==> config.mk <==
export PLATFORM = sky130hd
export DESIGN_NAME = lane_deskew_flat
export DESIGN_NICKNAME = d
export VERILOG_FILES = /design/src/rtl/lane_deskew_if.sv /design/src/rtl/lane_deskew.sv /design/src/flat_wrapper.sv
export SDC_FILE = /design/constraint.sdc
export NUM_CORES = 1
export LEC_CHECK = 0
export CAP_MARGIN = 15
export CELL_PAD_IN_SITES_DETAIL_PLACEMENT = 1
export CELL_PAD_IN_SITES_GLOBAL_PLACEMENT = 2
export CORE_MARGIN = 2
export CORE_UTILIZATION = 40
export DETAILED_ROUTE_END_ITERATION = 12
export PLACE_DENSITY = 0.75
export SYNTH_ARGS = -nofsm -noshare
export SYNTH_HDL_FRONTEND = slang
export SYNTH_SLANG_ARGS = --single-unit
==> constraint.sdc <==
create_clock -name enc_clk -period 3.7 [get_ports enc_clk]
set_input_delay 0.925 -clock enc_clk [delete_from_list [all_inputs] [get_ports enc_clk]]
set_output_delay 0.925 -clock enc_clk [all_outputs]
set_load 0.1 [all_outputs]
==> src/rtl/lane_deskew_if.sv <==
// Bundles the decoder-facing inputs and framing-facing outputs of the
// two-lane deskew stage. The decoder side drives through the master modport;
// the deskew block sits on the slave modport.
interface lane_deskew_if;
    logic       enable_deskew;
    logic [7:0] lane_0_rx;
    logic [7:0] lane_1_rx;
    logic       data_os;
    logic [7:0] lane_0_rx_dsk;
    logic [7:0] lane_1_rx_dsk;
    logic       data_os_dsk;
    logic       deskew_done;
    logic       deskew_err;
    logic [3:0] skew;
    logic       lead_lane;

    modport master (
        output enable_deskew, lane_0_rx, lane_1_rx, data_os,
        input  lane_0_rx_dsk, lane_1_rx_dsk, data_os_dsk,
        input  deskew_done, deskew_err, skew, lead_lane
    );

    modport slave (
        input  enable_deskew, lane_0_rx, lane_1_rx, data_os,
        output lane_0_rx_dsk, lane_1_rx_dsk, data_os_dsk,
        output deskew_done, deskew_err, skew, lead_lane
    );
endinterface

==> src/rtl/lane_deskew.sv <==
// Two-lane deskew stage. Measures the distance between one alignment marker
// per lane and delays the leading lane by that many byte cycles so the pair
// leaves byte-aligned. data_os travels with lane 0.
module lane_deskew #(
    parameter int         MAX_SKEW = 7,
    parameter logic [7:0] MARKER   = 8'hF0
) (
    input logic           enc_clk,
    input logic           rst,
    lane_deskew_if.slave  dsk
);

    typedef enum logic [2:0] {
        IDLE,
        SEARCH,
        WAIT0,
        WAIT1,
        LOCKED,
        ERROR
    } stateT;

    stateT      state_q, state_d;
    logic [3:0] skew_q, skew_d;
    logic       leadLane_q, leadLane_d;
    logic [3:0] cnt_q, cnt_d;

    logic [7:0] lane0Dly_q [1:MAX_SKEW];
    logic [7:0] lane1Dly_q [1:MAX_SKEW];
    logic       osDly_q    [1:MAX_SKEW];

    logic [7:0] lane0Dsk_q, lane1Dsk_q;
    logic       osDsk_q;

    logic [7:0] lane0Tap, lane1Tap;
    logic       osTap;
    logic       hit0, hit1;

    assign hit0 = dsk.data_os && (dsk.lane_0_rx == MARKER);
    assign hit1 = dsk.data_os && (dsk.lane_1_rx == MARKER);

    // Delay lines shift unconditionally; tap i holds the input from i cycles ago.
    always_ff @(posedge enc_clk or negedge rst) begin
        if (!rst) begin
            for (int i = 1; i <= MAX_SKEW; i++) begin
                lane0Dly_q[i] <= '0;
                lane1Dly_q[i] <= '0;
                osDly_q[i]    <= 1'b0;
            end
        end else begin
            lane0Dly_q[1] <= dsk.lane_0_rx;
            lane1Dly_q[1] <= dsk.lane_1_rx;
            osDly_q[1]    <= dsk.data_os;
            for (int i = 2; i <= MAX_SKEW; i++) begin
                lane0Dly_q[i] <= lane0Dly_q[i-1];
                lane1Dly_q[i] <= lane1Dly_q[i-1];
                osDly_q[i]    <= osDly_q[i-1];
            end
        end
    end

    // Lock-search state and measured skew registers.
    always_ff @(posedge enc_clk or negedge rst) begin
        if (!rst) begin
            state_q    <= IDLE;
            skew_q     <= '0;
            leadLane_q <= 1'b0;
            cnt_q      <= '0;
        end else begin
            state_q    <= state_d;
            skew_q     <= skew_d;
            leadLane_q <= leadLane_d;
            cnt_q      <= cnt_d;
        end
    end

    // Next-state logic: marker search, lag counting, lock and overflow.
    always_comb begin
        state_d    = state_q;
        skew_d     = skew_q;
        leadLane_d = leadLane_q;
        cnt_d      = cnt_q;
        if (!dsk.enable_deskew) begin
            state_d    = IDLE;
            skew_d     = '0;
            leadLane_d = 1'b0;
            cnt_d      = '0;
        end else begin
            unique case (state_q)
                IDLE: begin
                    state_d    = SEARCH;
                    skew_d     = '0;
                    leadLane_d = 1'b0;
                    cnt_d      = '0;
                end
                SEARCH: begin
                    if (hit0 && hit1) begin
                        state_d    = LOCKED;
                        skew_d     = '0;
                        leadLane_d = 1'b0;
                    end else if (hit0) begin
                        state_d    = WAIT1;
                        leadLane_d = 1'b0;
                        cnt_d      = 4'd1;
                    end else if (hit1) begin
                        state_d    = WAIT0;
                        leadLane_d = 1'b1;
                        cnt_d      = 4'd1;
                    end
                end
                WAIT1: begin
                    if (hit1) begin
                        state_d = LOCKED;
                        skew_d  = cnt_q;
                    end else if (cnt_q == 4'(MAX_SKEW)) begin
                        state_d = ERROR;
                        skew_d  = '0;
                    end else begin
                        cnt_d = cnt_q + 4'd1;
                    end
                end
                WAIT0: begin
                    if (hit0) begin
                        state_d = LOCKED;
                        skew_d  = cnt_q;
                    end else if (cnt_q == 4'(MAX_SKEW)) begin
                        state_d = ERROR;
                        skew_d  = '0;
                    end else begin
                        cnt_d = cnt_q + 4'd1;
                    end
                end
                LOCKED: begin
                    state_d = LOCKED;
                end
                ERROR: begin
                    skew_d = '0;
                end
                default: begin
                    state_d = IDLE;
                end
            endcase
        end
    end

    // Tap select follows the next-cycle skew so the switch at lock is immediate.
    always_comb begin
        lane0Tap = dsk.lane_0_rx;
        lane1Tap = dsk.lane_1_rx;
        osTap    = dsk.data_os;
        for (int i = 1; i <= MAX_SKEW; i++) begin
            if (skew_d == 4'(i)) begin
                if (!leadLane_d) begin
                    lane0Tap = lane0Dly_q[i];
                    osTap    = osDly_q[i];
                end else begin
                    lane1Tap = lane1Dly_q[i];
                end
            end
        end
    end

    // Registered aligned outputs.
    always_ff @(posedge enc_clk or negedge rst) begin
        if (!rst) begin
            lane0Dsk_q <= '0;
            lane1Dsk_q <= '0;
            osDsk_q    <= 1'b0;
        end else begin
            lane0Dsk_q <= lane0Tap;
            lane1Dsk_q <= lane1Tap;
            osDsk_q    <= osTap;
        end
    end

    assign dsk.lane_0_rx_dsk = lane0Dsk_q;
    assign dsk.lane_1_rx_dsk = lane1Dsk_q;
    assign dsk.data_os_dsk   = osDsk_q;
    assign dsk.deskew_done   = (state_q == LOCKED);
    assign dsk.deskew_err    = (state_q == ERROR);
    assign dsk.skew          = skew_q;
    assign dsk.lead_lane     = leadLane_q;

endmodule

==> src/flat_wrapper.sv <==
// flat-port wrapper written by rule: the top's interface ports become plain ports
module lane_deskew_flat 
#(
    parameter int         MAX_SKEW = 7,
    parameter logic [7:0] MARKER   = 8'hF0
)
  (enc_clk, rst, dsk_enable_deskew, dsk_lane_0_rx, dsk_lane_1_rx, dsk_data_os, dsk_lane_0_rx_dsk, dsk_lane_1_rx_dsk, dsk_data_os_dsk, dsk_deskew_done, dsk_deskew_err, dsk_skew, dsk_lead_lane);
  lane_deskew_if dsk_i ();
  input logic enc_clk;
  input logic rst;
  input wire logic [$bits(dsk_i.enable_deskew)-1:0] dsk_enable_deskew;
  input wire logic [$bits(dsk_i.lane_0_rx)-1:0] dsk_lane_0_rx;
  input wire logic [$bits(dsk_i.lane_1_rx)-1:0] dsk_lane_1_rx;
  input wire logic [$bits(dsk_i.data_os)-1:0] dsk_data_os;
  output wire logic [$bits(dsk_i.lane_0_rx_dsk)-1:0] dsk_lane_0_rx_dsk;
  output wire logic [$bits(dsk_i.lane_1_rx_dsk)-1:0] dsk_lane_1_rx_dsk;
  output wire logic [$bits(dsk_i.data_os_dsk)-1:0] dsk_data_os_dsk;
  output wire logic [$bits(dsk_i.deskew_done)-1:0] dsk_deskew_done;
  output wire logic [$bits(dsk_i.deskew_err)-1:0] dsk_deskew_err;
  output wire logic [$bits(dsk_i.skew)-1:0] dsk_skew;
  output wire logic [$bits(dsk_i.lead_lane)-1:0] dsk_lead_lane;
  assign dsk_i.enable_deskew = dsk_enable_deskew;
  assign dsk_i.lane_0_rx = dsk_lane_0_rx;
  assign dsk_i.lane_1_rx = dsk_lane_1_rx;
  assign dsk_i.data_os = dsk_data_os;
  assign dsk_lane_0_rx_dsk = dsk_i.lane_0_rx_dsk;
  assign dsk_lane_1_rx_dsk = dsk_i.lane_1_rx_dsk;
  assign dsk_data_os_dsk = dsk_i.data_os_dsk;
  assign dsk_deskew_done = dsk_i.deskew_done;
  assign dsk_deskew_err = dsk_i.deskew_err;
  assign dsk_skew = dsk_i.skew;
  assign dsk_lead_lane = dsk_i.lead_lane;
  lane_deskew #(.MAX_SKEW(MAX_SKEW), .MARKER(MARKER)) u_core (.enc_clk(enc_clk), .rst(rst), .dsk(dsk_i));
endmodule
==> flow_summary.toml, run 1 <==
[yosys]
ys_top_cells_by_count = "dfrtp_1 (148), nor2_1 (25), nand2_1 (23), a21oi_1 (16), o22ai_1 (16)"
ys.warnings.count = 0
syn_area_mm2 = 0.00582
seq_area_frac_synth_pct = 63.6
yosysTopAreaCellShare_pct = 63.6
yosysMostFrequentCell = "dfrtp_1"
ys_types = 72
synth_seq_cells = 148
synth_largest_area_cell = "dfrtp_1"
synth_nets = 492
async_reset_ff_share_pct = 100
yosys-top-cells-area = "dfrtp_1 (64%), a211oi_1 (1.8%), o22ai_1 (1.7%), nor2_1 (1.6%), nand2_1 (1.5%)"
synth-main-ff-cell = "dfrtp_1"
syn_inst = 471
syn_area_per_cell_um2 = 12.4
synth_edf_count = 0

[global_routing]
grt_pass1_wl_mm = 26.8
grt_pass1_vias = 4795
grt_usage_pct = 22.3
antenna_found_initial = 0
gr-total-overflow = 0
grt_start_max_net_pins = 89

[die]
dieArea_mm2 = 0.0155
num_rows = 44
core_area_mm2 = 0.0144
die_h_um = 125
start_util_pct = 40.5
ios = 44
die_w_um = 125

[route]
vias = 4410
routed-wl-met3_um = 645
wl_met1_mm = 7.34
viasPerCell = 5.53
firstDrtPassIters = 4
wl_per_cell_um = 20.6
drc_errors = 0
drt-initial-drc-count = 222
wl_met2_mm = 8.24
dr.max_layer_used = "met4"
wirelength_mm = 16.4
ant_nets = 0

[power]
ir_drop_v = 0.000335
p_leak_uw = 0.00332
p_total_uw = 3860
power.density_mw_per_mm2 = 498

[layout]
layout-drive-gt1-share_pct = 25.0
fin_area_mm2 = 0.00774
multi_input_area_mm2 = 0.00199
insertedDiodeCount = 0
area_growth_pct = 32.9
fillerInstances = 1493
fin_util_pct = 53.9
nets = 621
regArea_mm2 = 0.00370

[cts]
clk_pin_slew_worst_paths_ns = 0.06
holdBufCountCts = 0
cts_buffers = 17
cts_tree = "done"
htreeDepth = 4
clock_sinks = 148
cts_root_buf = "clkbuf_16"
clk_latency_ns = 0.43
cts_setup_buffers = 0
clk_path_buf_depth = 2

[timing]
setup_viol = 0
fin_crit_sh_pct = 95.1
holdWs_ns = 0.369
max_slew_margin_pct = 34.2
fmaxAchievable_mhz = 284
min_period_ns = 3.52
tightest_slew_ns = 0.984
rsz0062_at_grt = "no"
skew_ns = 0.00776
slew_violations = 0
hold_violations = 0

[flow_run]
cap_violations = 0

[setup_path]
end_kind = "flop"
worstPathRequired_ns = 4.00
path_max_fanout = 4
path_class = "input port to flop"
critical_path_arrival_ns = 3.82
critPathLaunchType = "input port"

[placement]
routabilityCongestion = 0.844
dp_hpwl_mm = 11.8
port_buffers = 43
dpl_cell_area_mm2 = 0.00706

[min_path]
hp-class = "flop to flop"

[run_status]
outcome = "complete, no violations"
==> flip-flops by register name (all words and copies together) (netlist names) <==
| name | cells |
|---|---|
| u_core.cnt_q | 4 |
| u_core.dsk.data_os_dsk | 1 |
| u_core.dsk.lane_0_rx_dsk | 8 |
| u_core.dsk.lane_1_rx_dsk | 8 |
| u_core.dsk.lead_lane | 1 |
| u_core.dsk.skew | 4 |
| u_core.lane0Dly_q | 56 |
| u_core.lane1Dly_q | 56 |
| u_core.osDly_q | 7 |
| u_core.state_q | 3 |
==> worst max-delay path: stages <==
cell	delay (ns)
clkdlybuf4s50_1	0.56
nor3b_4	0.29
and4_1	0.27
a211oi_1	0.08
a311o_1	0.36
or2_1	0.27
buf_4	0.17
nor2_8	0.15
o31ai_1	0.10
buf_4	0.16
a211oi_1	0.37
o31ai_1	0.12
==> placed cells by master (no fill, tap or decap), types with 11 or more instances in the layout <==
cell,count
inv_1,13
clkdlybuf4s50_1,36
clkbuf_16,17
nand3_1,14
a21oi_1,16
nand2_1,22
nand2b_1,11
nor2_1,25
a211oi_1,14
nor3_1,12
dfrtp_1,148
buf_4,89
o21ai_0,13
o22ai_1,15
==> per-layer routing <==
layer  track usage, %  vias up
li1                 -     2022
met5                0        -
met2             36.4       78
met3             4.55       19
met1             30.2     2291
met4             6.87        0
==> report_power, final <==
group,internal (uW),switching (uW),total (uW)
Sequential,1700,46.2,1740
Combinational,80.7,157,238
Clock,1160,715,1880
Total,2940,919,3860
==> worst paths after layout <==
kind / startpoint / endpoint / slack [ns] / depth (start not counted)
min in group asynchronous: rst / u_core.dsk.lane_0_rx_dsk[0] / 0.53 / 1
min: u_core.lane0Dly_q[53] / u_core.lane0Dly_q[45] / 0.37 / 0
min reg2reg: u_core.lane0Dly_q[53] / u_core.lane0Dly_q[45] / 0.37 / 0
max: dsk_data_os / u_core.dsk.lane_1_rx_dsk[5] / 0.18 / 12
max reg2reg: u_core.state_q[1] / u_core.dsk.lane_1_rx_dsk[5] / 0.57 / 10
max in group asynchronous: rst / u_core.dsk.lane_1_rx_dsk[2] / 2.32 / 2
==> cell families (layout without fill, tap and decap cells) <==
kind of cell | count (synthesis) | after routing | synth area share [%]
fa+ha+maj | 1 | 1 | 0.215
buf+inv | 35 | 177 | 2.90
mux | 3 | 3 | 0.537
simple gates | 143 | 143 | 14.3
xor+xnor | 1 | 1 | 0.150
compound gates | 140 | 140 | 18.3
flops | 148 | 148 | 63.6
==> metrics by stage <==
stage                     setup slack (ns)  setup TNS (ns)  std cells
after floorplan                      0.141               0        471
after global placement              -0.261           -3.57        765
after detailed placement            -0.364           -4.97        765
after CTS                           0.0660               0        797
after global routing               0.00154               0        797
final                                0.181               0        797
==> final cells by class <==
| class | count | share of cell area, % |
|---|---|---|
| repair buffers | 130 | 14.5 |
| clock buffers | 19 | 5.72 |
| flip-flops and latches | 148 | 47.8 |
| well taps | 184 | 2.97 |
| multi-input cells | 288 | 25.7 |
| clock inverters | 13 | 2.54 |
| inverters | 15 | 0.727 |
==> what timing repair did <==
item / CTS / global route
hold endpoints to repair: 0 / 0
endpoints found under the setup margin: 0 / 16
gates resized for setup: 0 / 9
Note: power is estimated with default switching activity, not from simulation.
==> run 2: changes to the inputs <==
Settings changed: CORE_UTILIZATION 40 to 43, PLACE_DENSITY 0.75 to 0.8, REMOVE_ABC_BUFFERS from default to 1.
Clock period 3.7 ns to 4.37 ns, I/O delays scaled along.
==> run 2 against run 1 <==
Net effect:
- sequential power down 15%
- design area is 7.8% lower
- core utilization about the same
- combinational power is 23% lower
- critical path type unchanged
- global-route usage up 0.90 points
- critical path depth is the same
- cell count decreased by 8.7%
- hold slack about the same
- largest cell class unchanged
- largest power group is now registers
==> flow_summary.toml, run 2 (synthesized netlist as in run 1, its figures left out) <==
[die]
die_h_um = 120
dieArea_mm2 = 0.0145
die_w_um = 120
start_util_pct = 44.0
core_area_mm2 = 0.0132
ios = 44
num_rows = 42

[timing]
worst_slack_ns = 0.316
setup_viol = 0
holdWs_ns = 0.369
tightest_slew_ns = 0.985
rsz0062_at_grt = "no"
hold_violations = 0
max_slew_margin_pct = 34.2
min_period_ns = 4.05
skew_ns = 0.00452
fin_crit_sh_pct = 92.8
slew_violations = 0
fmaxAchievable_mhz = 247

[setup_path]
path_class = "input port to flop"
critical_path_arrival_ns = 4.34
critPathLaunchType = "input port"
path_max_fanout = 8
worstPathRequired_ns = 4.66
end_kind = "flop"

[route]
firstDrtPassIters = 5
ant_nets = 0
wirelength_mm = 15.7
drc_errors = 0
wl_per_cell_um = 21.5
viasPerCell = 5.81
drt-initial-drc-count = 312
vias = 4228

[power]
clockPowerShare_pct = 45.7
power.share.combinational_pct = 6.0
internal_power_uw = 2340
sw_frac_of_total_pct = 23.5
power.density_mw_per_mm2 = 428
ir_drop_v = 0.000223
p_switching_uw = 716
p_leak_uw = 0.00296
p_seq_share_pct = 48.3

[global_routing]
grt_usage_pct = 23.2
grt_pass1_vias = 4525
grt_pass1_wl_mm = 25.5
antenna_found_initial = 0
grt_start_max_net_pins = 103
gr-total-overflow = 0

[placement]
dpl_cell_area_mm2 = 0.00657
port_buffers = 43
routabilityCongestion = 0.912
dp_slack_ns = -0.144
dp_hpwl_mm = 11.1

[layout]
insertedDiodeCount = 0
fillerInstances = 1399
mostFrequentLayoutCell = "dfrtp_1"
area_growth_pct = 22.5
layout-drive-gt1-share_pct = 14.5
reg_top3 = "u_core.lane0Dly_q: 56 flops, u_core.lane1Dly_q: 56 flops"
fin_area_mm2 = 0.00713
fin_util_pct = 53.9
nets = 562
final_cell_mix = "dfrtp_1 (148), clkdlybuf4s50_1 (41), buf_4 (29)"

[cts]
cts_setup_buffers = 0
cts_buffers = 17
htreeDepth = 4
clock_sinks = 148
clk_path_buf_depth = 2
cts_tree = "done"
clk_pin_slew_worst_paths_ns = 0.06
clk_latency_ns = 0.42
cts_root_buf = "clkbuf_16"

[min_path]
hp-class = "flop to flop"

[run_status]
outcome = "complete, no violations"

[flow_run]
cap_violations = 0
[run 2: cell count changes in the layout (fill, tap and decap cells not counted), moves of 2 or more]
cell / before / now
buf_12: 4 / 0
clkdlybuf4s50_1: 36 / 41
clkinv_4: 3 / 0
clkbuf_1: 1 / 3
bufinv_16: 4 / 2
clkinvlp_4: 0 / 3
buf_4: 89 / 29
inv_8: 2 / 0
[run 2: final timing paths]
| path | from | to | slack [ns] | cells past startpoint |
|---|---|---|---|---|
| max reg2reg | u_core.cnt_q[0] | u_core.dsk.lane_1_rx_dsk[0] | 0.94 | 11 |
| min in group asynchronous | rst | u_core.lane0Dly_q[13] | 0.76 | 1 |
| max | dsk_data_os | u_core.dsk.lane_1_rx_dsk[0] | 0.32 | 12 |
| min reg2reg | u_core.lane0Dly_q[22] | u_core.lane0Dly_q[14] | 0.37 | 0 |
| max in group asynchronous | rst | u_core.lane1Dly_q[48] | 2.67 | 2 |
| min | u_core.lane0Dly_q[22] | u_core.lane0Dly_q[14] | 0.37 | 0 |
[run 2: metrics by stage]
stage / std cells / setup TNS, ns / power [uW]
2_1_floorplan: 451 / 0 / 1580
3_3_place_gp: 698 / 0 / 1680
3_5_place_dp: 698 / -0.301 / 1680
4_1_cts: 728 / 0 / 3080
5_1_grt: 728 / 0 / 3160
6_report: 728 / 0 / 3050
[run 2: cell type report]
class	count	area, um^2	share of cell area, %
clock buffers	21	450	6.31
inverters	15	56.3	0.789
well taps	176	220	3.09
clock inverters	9	106	1.49
multi-input cells	288	1960	27.4
flip-flops and latches	148	3700	51.9
repair buffers	71	639	8.96
[run 2: worst max-delay path, stage by stage]
cell and delay, ns:
clkdlybuf4s50_1 0.55, nor3b_2 0.35, nand4_1 0.22, o2111ai_1 0.31
a21boi_1 0.22, o21ai_1 0.36, buf_4 0.23, inv_1 0.17
nand2_1 0.23, o21ai_4 0.09, a211oi_1 0.42, o21ai_1 0.10
[run 2: repair_timing]
item	in CTS	in global routing
hold buffers	0	0
endpoints found under the setup margin	0	2
resized for setup	0	1
[run 2: power groups by stage]
stage          Combinational (uW)  Sequential, uW  Clock, uW
3_3_place_gp                  182            1490          0
6_report                      183            1480       1390
3_5_place_dp                  185            1500          0
5_1_grt                       195            1480       1480
2_1_floorplan                37.1            1540          0
4_1_cts                       186            1480       1420
[run 2: layer usage]
layer / global-route usage (%) / vias to the layer above / share of wire, %
met4: 6.47 / 0 / 1.2
met3: 5.66 / 19 / 4.6
met5: 0 / - / 0
met2: 35.3 / 106 / 47
met1: 33.3 / 2200 / 47
li1: - / 1903 / -
